## src/rtl/psm_dispatcher.sv

```systemverilog
// Operand-pair dispatcher for the PSM: queues (A,B) pairs and issues them one job at a time. Optional DISPATCH_STATS_EN builds the IssueCount counter.
// Latency: a pair pushed in cycle N gives PsmStart in cycle N+2 at the earliest. Pairs are issued back to back, with a gap of the PSM duration plus 2 cycles.
// Backpressure: InReady falls while the FIFO is full. A job whose PSM never goes busy is dropped and sets sticky Error.

module psm_fifo #(
  parameter int W     = 16,
  parameter int DEPTH = 4,
  parameter int CW    = $clog2(DEPTH + 1)
) (
  input  logic          Clock,
  input  logic          Reset,
  input  logic          push,
  input  logic          pop,
  input  logic [W-1:0]  wdat,
  output logic [W-1:0]  rdat,
  output logic [CW-1:0] count,
  output logic          full
);
  localparam int AW = $clog2(DEPTH);

  logic [W-1:0]  mem [DEPTH];
  logic [AW-1:0] wr_ptr;
  logic [AW-1:0] rd_ptr;
  logic [CW-1:0] cnt;
  logic          push_ok;
  logic          pop_ok;

  assign full    = (cnt == CW'(DEPTH));
  assign push_ok = push & ~full;
  assign pop_ok  = pop & (cnt != '0);

  // Power-of-two depth lets the pointers wrap naturally.
  always_ff @(posedge Clock or posedge Reset) begin
    if (Reset) begin
      wr_ptr <= '0;
      rd_ptr <= '0;
      cnt    <= '0;
    end else begin
      if (push_ok) wr_ptr <= wr_ptr + 1'b1;
      if (pop_ok)  rd_ptr <= rd_ptr + 1'b1;
      case ({push_ok, pop_ok})
        2'b10:   cnt <= cnt + 1'b1;
        2'b01:   cnt <= cnt - 1'b1;
        default: cnt <= cnt;
      endcase
    end
  end

  always_ff @(posedge Clock) begin
    if (push_ok) mem[wr_ptr] <= wdat;
  end

  assign rdat  = mem[rd_ptr];
  assign count = cnt;
endmodule

module psm_dispatcher #(
  parameter int DEPTH        = 4,
  parameter int BUSY_TIMEOUT = 8
) (
  input  logic                         Clock,
  input  logic                         Reset,
  input  logic                         InValid,
  output logic                         InReady,
  input  logic [7:0]                   InA,
  input  logic [7:0]                   InB,
  input  logic                         PsmReady,
  output logic                         PsmStart,
  output logic [7:0]                   PsmDin1,
  output logic [7:0]                   PsmDin2,
  output logic [$clog2(DEPTH+1)-1:0]   Count,
  output logic                         Busy,
  output logic                         Error,
  output logic [15:0]                  IssueCount
);
  localparam int TW = $clog2(BUSY_TIMEOUT + 1);

  typedef struct packed {
    logic [7:0] a;
    logic [7:0] b;
  } pair_t;

  typedef enum logic [1:0] {
    IDLE      = 2'd0,
    ISSUE     = 2'd1,
    WAIT_BUSY = 2'd2,
    WAIT_DONE = 2'd3
  } state_t;

  state_t        state_q;
  state_t        state_d;
  pair_t         head_dat;
  pair_t         in_dat;
  logic          fifo_full;
  logic          pop;
  logic          tmo_clr;
  logic          tmo_inc;
  logic          err_set;
  logic [TW-1:0] tmo_q;
  logic [7:0]    din1_q;
  logic [7:0]    din2_q;
  logic          error_q;

  assign in_dat = '{a: InA, b: InB};

  psm_fifo #(
    .W     ($bits(pair_t)),
    .DEPTH (DEPTH)
  ) u_fifo (
    .Clock (Clock),
    .Reset (Reset),
    .push  (InValid),
    .pop   (pop),
    .wdat  (in_dat),
    .rdat  (head_dat),
    .count (Count),
    .full  (fifo_full)
  );

  assign InReady = ~fifo_full;

  always_ff @(posedge Clock or posedge Reset) begin
    if (Reset) state_q <= IDLE;
    else       state_q <= state_d;
  end

  always_comb begin
    state_d = state_q;
    pop     = 1'b0;
    tmo_clr = 1'b0;
    tmo_inc = 1'b0;
    err_set = 1'b0;
    case (state_q)
      IDLE: begin
        if ((Count != '0) && PsmReady) begin
          state_d = ISSUE;
          pop     = 1'b1;
        end
      end
      ISSUE: begin
        state_d = WAIT_BUSY;
        tmo_clr = 1'b1;
      end
      WAIT_BUSY: begin
        // A PSM that never leaves ready loses the job; it is not re-queued.
        if (!PsmReady) begin
          state_d = WAIT_DONE;
        end else if (tmo_q == TW'(BUSY_TIMEOUT - 1)) begin
          state_d = IDLE;
          err_set = 1'b1;
        end else begin
          tmo_inc = 1'b1;
        end
      end
      WAIT_DONE: begin
        if (PsmReady) state_d = IDLE;
      end
      default: state_d = IDLE;
    endcase
  end

  always_ff @(posedge Clock or posedge Reset) begin
    if (Reset) begin
      tmo_q   <= '0;
      din1_q  <= '0;
      din2_q  <= '0;
      error_q <= 1'b0;
    end else begin
      if (tmo_clr)      tmo_q <= '0;
      else if (tmo_inc) tmo_q <= tmo_q + 1'b1;
      if (pop) begin
        din1_q <= head_dat.a;
        din2_q <= head_dat.b;
      end
      if (err_set) error_q <= 1'b1;
    end
  end

  assign PsmStart = (state_q == ISSUE);
  assign Busy     = (state_q != IDLE);
  assign PsmDin1  = din1_q;
  assign PsmDin2  = din2_q;
  assign Error    = error_q;

`ifdef DISPATCH_STATS_EN
  logic [15:0] issue_cnt_q;

  always_ff @(posedge Clock or posedge Reset) begin
    if (Reset)                                         issue_cnt_q <= '0;
    else if ((state_q == ISSUE) && (issue_cnt_q != 16'hFFFF)) issue_cnt_q <= issue_cnt_q + 16'd1;
  end

  assign IssueCount = issue_cnt_q;
`else
  assign IssueCount = 16'h0000;
`endif
endmodule

```

## config.mk

```make
export PLATFORM = sky130hd
export DESIGN_NAME = psm_dispatcher
export DESIGN_NICKNAME = d
export VERILOG_FILES = /design/src/rtl/psm_dispatcher.sv
export SDC_FILE = /design/constraint.sdc
export NUM_CORES = 1
export LEC_CHECK = 0
export ABC_CLOCK_PERIOD_IN_PS = 2280
export CAP_MARGIN = 20
export CORE_MARGIN = 2
export CORE_UTILIZATION = 48
export CTS_CLUSTER_DIAMETER = 30
export DETAILED_ROUTE_END_ITERATION = 8
export PLACE_DENSITY = 0.83
export SLEW_MARGIN = 10
export SYNTH_ARGS = -nofsm -noshare
export SYNTH_HDL_FRONTEND = slang
export SYNTH_HIERARCHICAL = 1
export SYNTH_SLANG_ARGS = --single-unit
```

## constraint.sdc

```tcl
create_clock -name Clock -period 2.28 [get_ports Clock]
set_input_delay 0.456 -clock Clock [delete_from_list [all_inputs] [get_ports Clock]]
set_output_delay 0.456 -clock Clock [all_outputs]
set_load 0.02 [all_outputs]
```

==> results.json <==
{
  "ys_ff_latch": 94,
  "fp-row-count": 32,
  "skew_ns": 0.0107,
  "via_per_inst": 5.07,
  "placed_cell_area_sq_um": 4440,
  "die_w_um": 94.1,
  "htreeDepth": 3,
  "clock.fmax_ghz": 0.467,
  "drive_above_1_share_pct": 21.1,
  "clk_path_buf_depth": 2,
  "ctsResizeCount": 0,
  "drtAntennaViolNets": 0,
  "fp.dieArea_sq_um": 8850,
  "finalHoldViolCount": 0,
  "min_path_type": "in -> async",
  "drv_slew": 0,
  "syn_area_per_cell_sq_um": 18.7,
  "grt-ovfl-total": 0,
  "fin_setup_tns_ns": 0,
  "layout.nets": 292,
  "cp_slowest_cell": "clkdlybuf4s50_1",
  "setup_viol": 0,
  "cts_buffers": 9,
  "min_period_over_period_pct": 93.8,
  "coreArea_sq_um": 7810,
  "synth_area_leader_cell": "edfxtp_1",
  "die_h_um": 94.1,
  "critPathMaxStageDelay_ns": 0.53,
  "wl_per_cell_um": 17.1,
  "n_antenna_cell": 0,
  "netlist_area_sq_um": 3900,
  "startpoint_type": "flip-flop",
  "finalWirelength_mm": 6.36,
  "dr.pass1.iters": 4,
  "grt_setup_unrepaired": "false",
  "synth-edff-count": 64,
  "ir_drop_mv": 0.721,
  "yosysWarnings": 6,
  "io_buffers": 42,
  "pre_cts_slack_ns": -0.216,
  "place.gp.congestion": 0.747,
  "synth_top_flop_cell": "edfxtp_1",
  "cp_top_family": "buffers and inverters",
  "clk_pin_slew_ns": 0.08,
  "grt_max_degree": 24,
  "status": "finished clean",
  "total_power_mw": 6.24,
  "first_iter_violations": 94,
  "grt_pass1_wl_mm": 9.98,
  "synthCells": 208,
  "cp-end-kind": "output port",
  "hpwlAfterDp_mm": 4.25,
  "clk_latency_ns": 0.36,
  "io_pins": 59,
  "maxCapViolCount": 0,
  "crit_buf_inv": 2,
  "grt_pass1_vias": 1933,
  "antenna_found_initial": 0,
  "drcViolationCount": 0,
  "vias": 1887,
  "path_class": "reg -> out",
  "ys_types": 32,
  "dp_cells": 356,
  "async_reset_ff_share_pct": 31.9,
  "cts_tree": "yes",
  "seq_area_frac_synth_pct": 68.6,
  "cts_sinks": 94,
  "initial_core_util_pct": 49.9,
  "setup_ws_ns": 0.140,
  "post_cts_buffers": 0,
  "crit_required_ns": 1.82,
  "grtUsageTotal_pct": 15.9,
  "p_per_area_nw_per_um2": 1320,
  "arrival_ns": 1.68,
  "cts-root-buf": "clkbuf_8",
  "instances_no_fill": 372,
  "worstPathCellList": "nor3b_2 -> inv_1 -> clkdlybuf4s50_1",
  "synth_top_area_share_pct": 49.3,
  "min_period_ns": 2.14,
  "cp_max_fo": 6,
  "ys_top_cells_by_area": "edfxtp_1, dfrtp_1, mux4_1",
  "holdBufCountCts": 0,
  "fillers": 554,
  "synthToLayoutAreaGrowth_pct": 20.9,
  "p_leak_nw": 1.83,
  "design_area_sq_um": 4710
}
## metal layers
| metal | routed length [um] | part of all wire, % | vias to the layer above | GRT usage (%) |
|---|---|---|---|---|
| li1 | - | - | 857 | - |
| met1 | 2630 | 41 | 951 | 19.3 |
| met2 | 3250 | 51 | 67 | 26.1 |
| met3 | 330 | 5.2 | 12 | 4.90 |
| met4 | 140 | 2.2 | 0 | 7.13 |
| met5 | 0 | 0 | - | 0 |
## cell usage after synthesis, types with 3 or more instances
cell and number:
ha_1 6, buf_4 16, xnor2_1 3, nand2_1 4, mux4_2 8, nor2_1 4
mux4_1 8, dfrtp_1 30, mux2_2 10, xor2_1 4, and2_1 5, mux2_4 8
edfxtp_1 64, inv_1 14, mux2i_1 3
## power by group
group / switching (mW) / internal, mW / leakage [nW]
registers: 0.294 / 2.35 / 0.945
logic: 0.999 / 1.18 / 0.753
clock network: 0.569 / 0.846 / 0.135
total: 1.86 / 4.38 / 1.83
## cell families (layout without fill, tap and decap cells)
family	count (synthesis)	in the layout	synth area share (%)
adders and majority gates	7	7	2.44
muxes	37	37	16.8
buffers and inverters	36	83	6.29
and+or+nand+nor	18	18	2.67
xor gates and xnor gates	7	7	1.57
DFF	94	94	68.6
other	1	16	0.0962
AOI/OAI and AO/OA	8	8	1.57
## flip-flops by register name (all words and copies together), names as in the netlist
| name | cells |
|---|---|
| PsmDin1 | 8 |
| u_fifo/rd_ptr | 2 |
| tmo_q | 4 |
| state_q | 2 |
| u_fifo/mem | 64 |
| Error | 1 |
| u_fifo/count | 3 |
| PsmDin2 | 8 |
| u_fifo/wr_ptr | 2 |
## metrics by stage
step           hold slack (ns)  util (%)
2_1_floorplan            0.259         -
5_1_grt                  0.386      60.4
3_5_place_dp             0.487      56.9
3_3_place_gp             0.451      56.9
4_1_cts                  0.367      60.3
6_report                 0.365      60.4
## layout by cell type, fill, tap and decap left out
cell type and instances:
mux4_2 8, a21oi_1 1, a41o_1 1, and3b_1 1
bufinv_16 4, buf_12 4, and2_1 5, a22o_1 1
mux2_2 10, mux2i_1 3, edfxtp_1 64, o21ai_0 2
xor2_1 4, a21o_2 1, fa_1 1, nand2_1 4
nor2b_2 1, nor2_2 1, ha_1 6, clkdlybuf4s50_1 42
nor2_1 3, clkinv_4 1, clkinv_2 1, mux2_4 8
conb_1 16, buf_4 7, nor3b_2 1, inv_8 1
mux4_1 8, o31a_1 1, inv_1 14, dfrtp_1 30
o311a_1 1, clkbuf_8 9, nand4_1 1, nand2b_1 1
xnor2_1 3
## worst register-to-register path: cells and delay by family (launching register included)
family,cells,cell delay (ns)
AOI/OAI and AO/OA,2,0.37
xor gates and xnor gates,2,0.32
adders and majority gates,2,0.57
buffers and inverters,1,0.07
DFF,1,0.41
and+or+nand+nor,2,0.30
## layout make-up
cell class                 count  area, sq um  area share (%)
tap                          102          128            2.71
timing repair buffer          53          553            11.7
inverter                      14         52.6            1.12
clock inverter                 7          145            3.08
clock buffer                   9          124            2.63
sequential                    94         2670            56.7
multi-input combinational     93         1040            22.0
## final timing paths
check | slack, ns | endpoint | from | cells past startpoint
min in group Clock | 0.50 | Error$_DFFE_PP0P_ | Error$_DFFE_PP0P_ | 1
worst min-delay path | 0.36 | u_fifo/rd_ptr[1]$_DFFE_PP0P_ | Reset | 2
max in group asynchronous | 1.53 | PsmDin2[3]$_DFFE_PP0P_ | Reset | 3
worst max register to register | 0.18 | u_fifo/count[2]$_DFFE_PP0P_ | state_q[0]$_DFFE_PP0P_ | 9
worst max-delay path | 0.14 | InReady | u_fifo/count[0]$_DFFE_PP0P_ | 3
worst min register to register | 0.50 | Error$_DFFE_PP0P_ | Error$_DFFE_PP0P_ | 1
(Power assumes the default switching activity.)
==> variant 1 (same settings) <==
Build with the macro `DISPATCH_STATS_EN` defined.
--- a/src/rtl/psm_dispatcher.sv
+++ b/src/rtl/psm_dispatcher.sv
@@ -3,2 +3,4 @@
 // Backpressure: InReady falls while the FIFO is full. A job whose PSM never goes busy is dropped and sets sticky Error.
+
+`define DISPATCH_STATS_EN
 
Function: changed (a bounded check fails within 4 cycles, from zero or initial values and one cycle with Reset high).
==> variant 1 against the unedited design <==
  * Combinational power up 11%
  * Utilization increased by 0.24 points
  * Non-clock buffer count grew 19
  * Area after synthesis up 17%
  * Setup slack got worse by 0.0024 ns
  * Power increased by 6.3%
  * Clock skew hardly changed
  * First-iteration DRC count is 13% higher
  * Cell area up 19%
  * Count of clock-buffer cells in the layout increased by 1
  * Sequential cell count up 16
  * Wire length increased by 25%
  * Maximum frequency decreased by 0.11%
==> variant 1: results (changes against the unedited design) <==
* Number of CTS-inserted buffers at 9 (unchanged)
* Synth top cells by count: edfxtp_1 (64), dfrtp_1 (46), inv_1 (11), xnor2_1 (11), xor2_1 (10)
* Synth Net Count at 290
* Pre-CTS setup slack at -0.2300 ns (-0.01386 ns)
* Largest net degree at the start of global routing at 40 (+67%)
* Synth area leaders: edfxtp_1 (42%), dfrtp_1 (25%), mux4_1 (4.6%), mux4_2 (3.9%), mux2_4 (3.0%)
* Vias per cell at 5.221 (+2.9%)
* Grt met1 use at 20.44% (+1.2 points)
* Outcome: finished clean
* Initial antenna violation count at 0 (unchanged)
* First-pass GRT wire length at 12.83 mm (+29%)
* VDD IR max at 0.5880 mV (-18%)
* Crit Path Max Fanout at 3 (-3)
* Port Buffers at 58 (+38%)
* Worst Skew at 0.01065 ns (-0.00004610 ns)
* Routed len/inst at 16.85 um (-1.4%)
* Met2 usage at 29.10% (+3.0 points)
* Clock Latency Late Sink at 0.37 ns
* Gr usage total at 16.72% (+0.87 points)
* Critical-path top delay cell: clkdlybuf4s50_1
* Placer Congestion at 0.8253 (+10%)
* Setup-failing EPs final at 0 (unchanged)
* Number of global-route vias before repair at 2610 (+35%)
* Final Hold Vio Count at 0 (unchanged)
* Iter 0 DRT Violations at 106 (+13%)
* Ys async rst share at 41.82% (+9.9 points)
* Diodes inserted at 0 (unchanged)
* Nets@finish at 365 (+25%)
* Post-synth EDFFs at 64 (unchanged)
* Drt pass-1 iters at 4 (unchanged)
* Post-synth cell types at 50 (+56%)
* CP Data Arrival Time at 2.43 ns (+0.75 ns)
* Layout fillers at 701 (+27%)
* Leakage Power at 2.151 nW (+17%)
* Clock-pin slew on the worst setup and hold paths at 0.10 ns (+0.02 ns)
* Post-DP HPWL at 5.358 mm (+26%)
* Layout cells sized above 1 at 21.64% (+0.53 points)
* M3 GR Usage at 4.900% (about the same)
* Register area share after synthesis at 67.27% (-1.3 points)
* Worst slew margin at 64.71%
## variant 1: cell types whose count changed after synthesis, sizes merged, moves of 2 or more
| cell | delta |
|---|---|
| a21oi | +4 |
| a31oi | +2 |
| and3 | +4 |
| and4 | +4 |
| buf | -15 |
| dfrtp | +16 |
| inv | -2 |
| nand2 | +4 |
| nand3 | +5 |
| nand4 | +5 |
| nor2 | +3 |
| nor3 | +4 |
| xnor2 | +8 |
| xor2 | +6 |
## variant 1: layout make-up
class,count,area share (%)
flip-flops and latches,110,54.95
multi-input cells,132,24.78
repair buffers,72,12.69
well taps,129,2.883
clock buffers,10,2.458
clock inverters,6,1.430
inverters,12,0.8045
## variant 1: report_power, final
| part | internal (mW) | switching (mW) |
|---|---|---|
| clock network | 0.557 | 0.666 |
| logic | 1.29 | 1.14 |
| registers | 2.67 | 0.314 |
## variant 1: worst paths after layout
path	startpoint	endpoint	slack (ns)	cells after the start
min	Reset	u_fifo/wr_ptr[0]	0.34	2
max reg2reg	state_q[1]	u_fifo/count[2]	0.25	10
max	PsmReady	u_fifo/count[2]	0.14	10
max in group asynchronous	Reset	PsmDin2[4]	1.37	3
min reg2reg	Error	Error	0.50	1
min in group Clock	Error	Error	0.50	1
## variant 1: metal layers
metal,vias to the layer above,wire [um]
li1,1141,-
met4,0,48
met2,60,4227
met3,5,338
met1,1253,3323
met5,-,0
## variant 1: kinds of logic (layout without fill, tap and decap cells)
logic type | Yosys count | in the layout | synth area share, %
multiplexers | 37 | 37 | 14.38
AO/OA/AOI/OAI | 16 | 16 | 2.246
AND/OR/NAND/NOR | 50 | 50 | 7.149
adder cells (fa/ha/maj) | 8 | 8 | 2.355
flip-flops | 110 | 110 | 67.27
buffers and inverters | 20 | 100 | 2.574
XOR/XNOR | 21 | 21 | 4.026
## variant 1: through the flow
| step | cell area, sq um | std cells |
|---|---|---|
| 5_1_grt | 5599 | 471 |
| 4_1_cts | 5599 | 471 |
| 3_3_place_gp | 5381 | 455 |
| 6_report | 5599 | 471 |
| 3_5_place_dp | 5381 | 455 |
| 2_1_floorplan | 4582 | 262 |
==> variant 2 (same flow settings) <==
Made on the original files. Encoding of `state_t`: now one-hot (4 bits for 4 states).
--- a/src/rtl/psm_dispatcher.sv
+++ b/src/rtl/psm_dispatcher.sv
@@ -82,7 +82,7 @@
 
-  typedef enum logic [1:0] {
-    IDLE      = 2'd0,
-    ISSUE     = 2'd1,
-    WAIT_BUSY = 2'd2,
-    WAIT_DONE = 2'd3
+  typedef enum logic [3:0] {
+    IDLE      = 4'b0001,
+    ISSUE     = 4'b0010,
+    WAIT_BUSY = 4'b0100,
+    WAIT_DONE = 4'b1000
   } state_t;
Behaviour: no difference found for any inputs over 10 cycles, from zero or initial values and one cycle with Reset high; not proved beyond that.
==> variant 2 against the unedited design <==
  * Cell count grew 3.2%
  * Clock skew is essentially flat
  * Synthesized cell count grew 0.96%
  * Setup slack lost 0.10 ns
  * Wire length grew 2.0%
  * Area after synthesis grew 2.8%
  * Combinational power grew 11%
  * Sequential cell count grew 2
  * First-iteration DRC count grew 46%
  * Power shrank 1.5%
  * Die area grew 2.7%
  * Cell area grew 2.0%
  * Non-clock buffer count grew 6
  * Critical path type is now flop to flop
  * Critical endpoint is now u_fifo/count[2]
==> variant 2: results (changes against the unedited design) <==
* R2r setup slk at 0.04 ns (-0.14 ns)
* Synth top area share at 47.99% (-1.3 points)
* Largest net degree at the start of global routing at 19 (-21%)
* Clock buf/inv share at 4.063% (-1.6 points)
* Pre-CTS setup slack at -0.1954 ns (+0.02069 ns)
* Dpl cells at 364 (+2.2%)
* Post-DP HPWL at 4.208 mm (-1.0%)
* Diodes inserted at 0 (unchanged)
* Routed Wire Length at 6.484 mm (+2.0%)
* Critical-path top delay cell: dfstp_2
* DP Area at 4584 sq um (+3.2%)
* Vias per cell at 5.151 (+1.5%)
* Synth top cells by count: edfxtp_1 (64), dfrtp_1 (31), buf_4 (16), inv_1 (10), mux2_4 (9)
* Sequential cell area share at 56.72% (about the same)
* Grt met1 use at 20.36% (+1.1 points)
* Crit Path Max Fanout at 4 (-2)
* DR WL met3 at 388 um (+18%)
* Final core occ at 59.07% (-1.3 points)
* Outcome: finished clean
* Layout cells sized above 1 at 25.81% (+4.7 points)
* Count of cells resized by post-cts repair at 3 (+3)
* Max reg flops at 64 (unchanged)
* XOR/XNOR Fraction of Synth Area at 1.749% (+0.18 points)
* Bufs w/o clock at 59 (+11%)
* Ys async rst share at 33.33% (+1.4 points)
* VDD IR max at 0.6825 mV (-5.3%)
* Multi-input logic portion of the cell area at 23.31% (+1.3 points)
* Clock sink count at 96 (+2.1%)
* Largest stage delay on the critical path at 0.57 ns (+0.04 ns)
* Critical Path Sink: u_fifo/count[2]
* Routed len/inst at 16.89 um (-1.2%)
* Number of CTS-inserted buffers at 9 (unchanged)
* Iter 0 DRT Violations at 137 (+46%)
* First-pass GRT wire length at 10.31 mm (+3.2%)
* Number of global-route vias before repair at 1977 (+2.3%)
* Placer Congestion at 0.6684 (-11%)
* Post-CTS Setup Bufs at 2 (+2)
* Post-synthesis average cell area at 19.07 sq um (+1.8%)
* Synth Area in Compound Gates at 1.906% (+0.33 points)
* Crit-path leading delay family: flip-flops
* Post-synthesis adder-cell area fraction at 2.374% (-0.066 points)
* Met2 usage at 25.53% (-0.54 points)
* Gr usage total at 15.87% (+0.020 points)
* CP Data Arrival Time at 2.52 ns (+0.84 ns)
* Leakage Power at 1.854 nW (+1.2%)
* Synth area leaders: edfxtp_1 (48%), dfrtp_1 (19%), mux4_1 (5.2%), mux4_2 (4.5%), mux2_4 (3.4%)
* Nets@finish at 301 (+3.1%)
* M3 GR Usage at 6.245% (+1.3 points)
* Worst Skew at 0.01072 ns (+0.00002560 ns)
* Cells after Synth at 210 (+0.96%)
* Register area share after synthesis at 68.01% (-0.58 points)
* Non-clk buf share at 12.32% (+0.58 points)
* Multiplexer area fraction after synthesis at 15.87% (-0.89 points)
* Met2 wire len at 3.361 mm (+3.3%)
* Comb_multi_in at 97 (+4.3%)
* Post-synth cell types at 38 (+19%)
* Post-layout minimum cycle time at 2.241 ns (+0.1011 ns)
* Layout fillers at 612 (+10%)
==> variant 2: cell types whose count changed in the layout (fill, tap and decap cells not counted), sizes merged, moves of 2 or more <==
cell	before	now
o21ai	2	0
bufinv	4	1
nand3	0	3
clkdlybuf4s50	42	40
nor4b	0	2
buf	11	17
clkinvlp	0	2
o31ai	0	3
inv	15	12
==> variant 2: how the worst min path moves through the flow <==
stage,from,endpoint,cells past startpoint
final,Reset,u_fifo/count[0],2
after global placement,Error,Error,1
after detailed placement,Error,Error,1
after CTS,Reset,u_fifo/rd_ptr[1],2
after floorplan,Reset,u_fifo/count[0],1
after global routing,Reset,u_fifo/rd_ptr[1],2
==> variant 2: power by group <==
part,switching (mW),internal (mW),leakage (nW),total (mW)
combinational,1.11,1.32,0.785,2.43
clock,0.559,0.506,0.0933,1.07
sequential,0.273,2.38,0.976,2.65
total,1.94,4.20,1.85,6.15
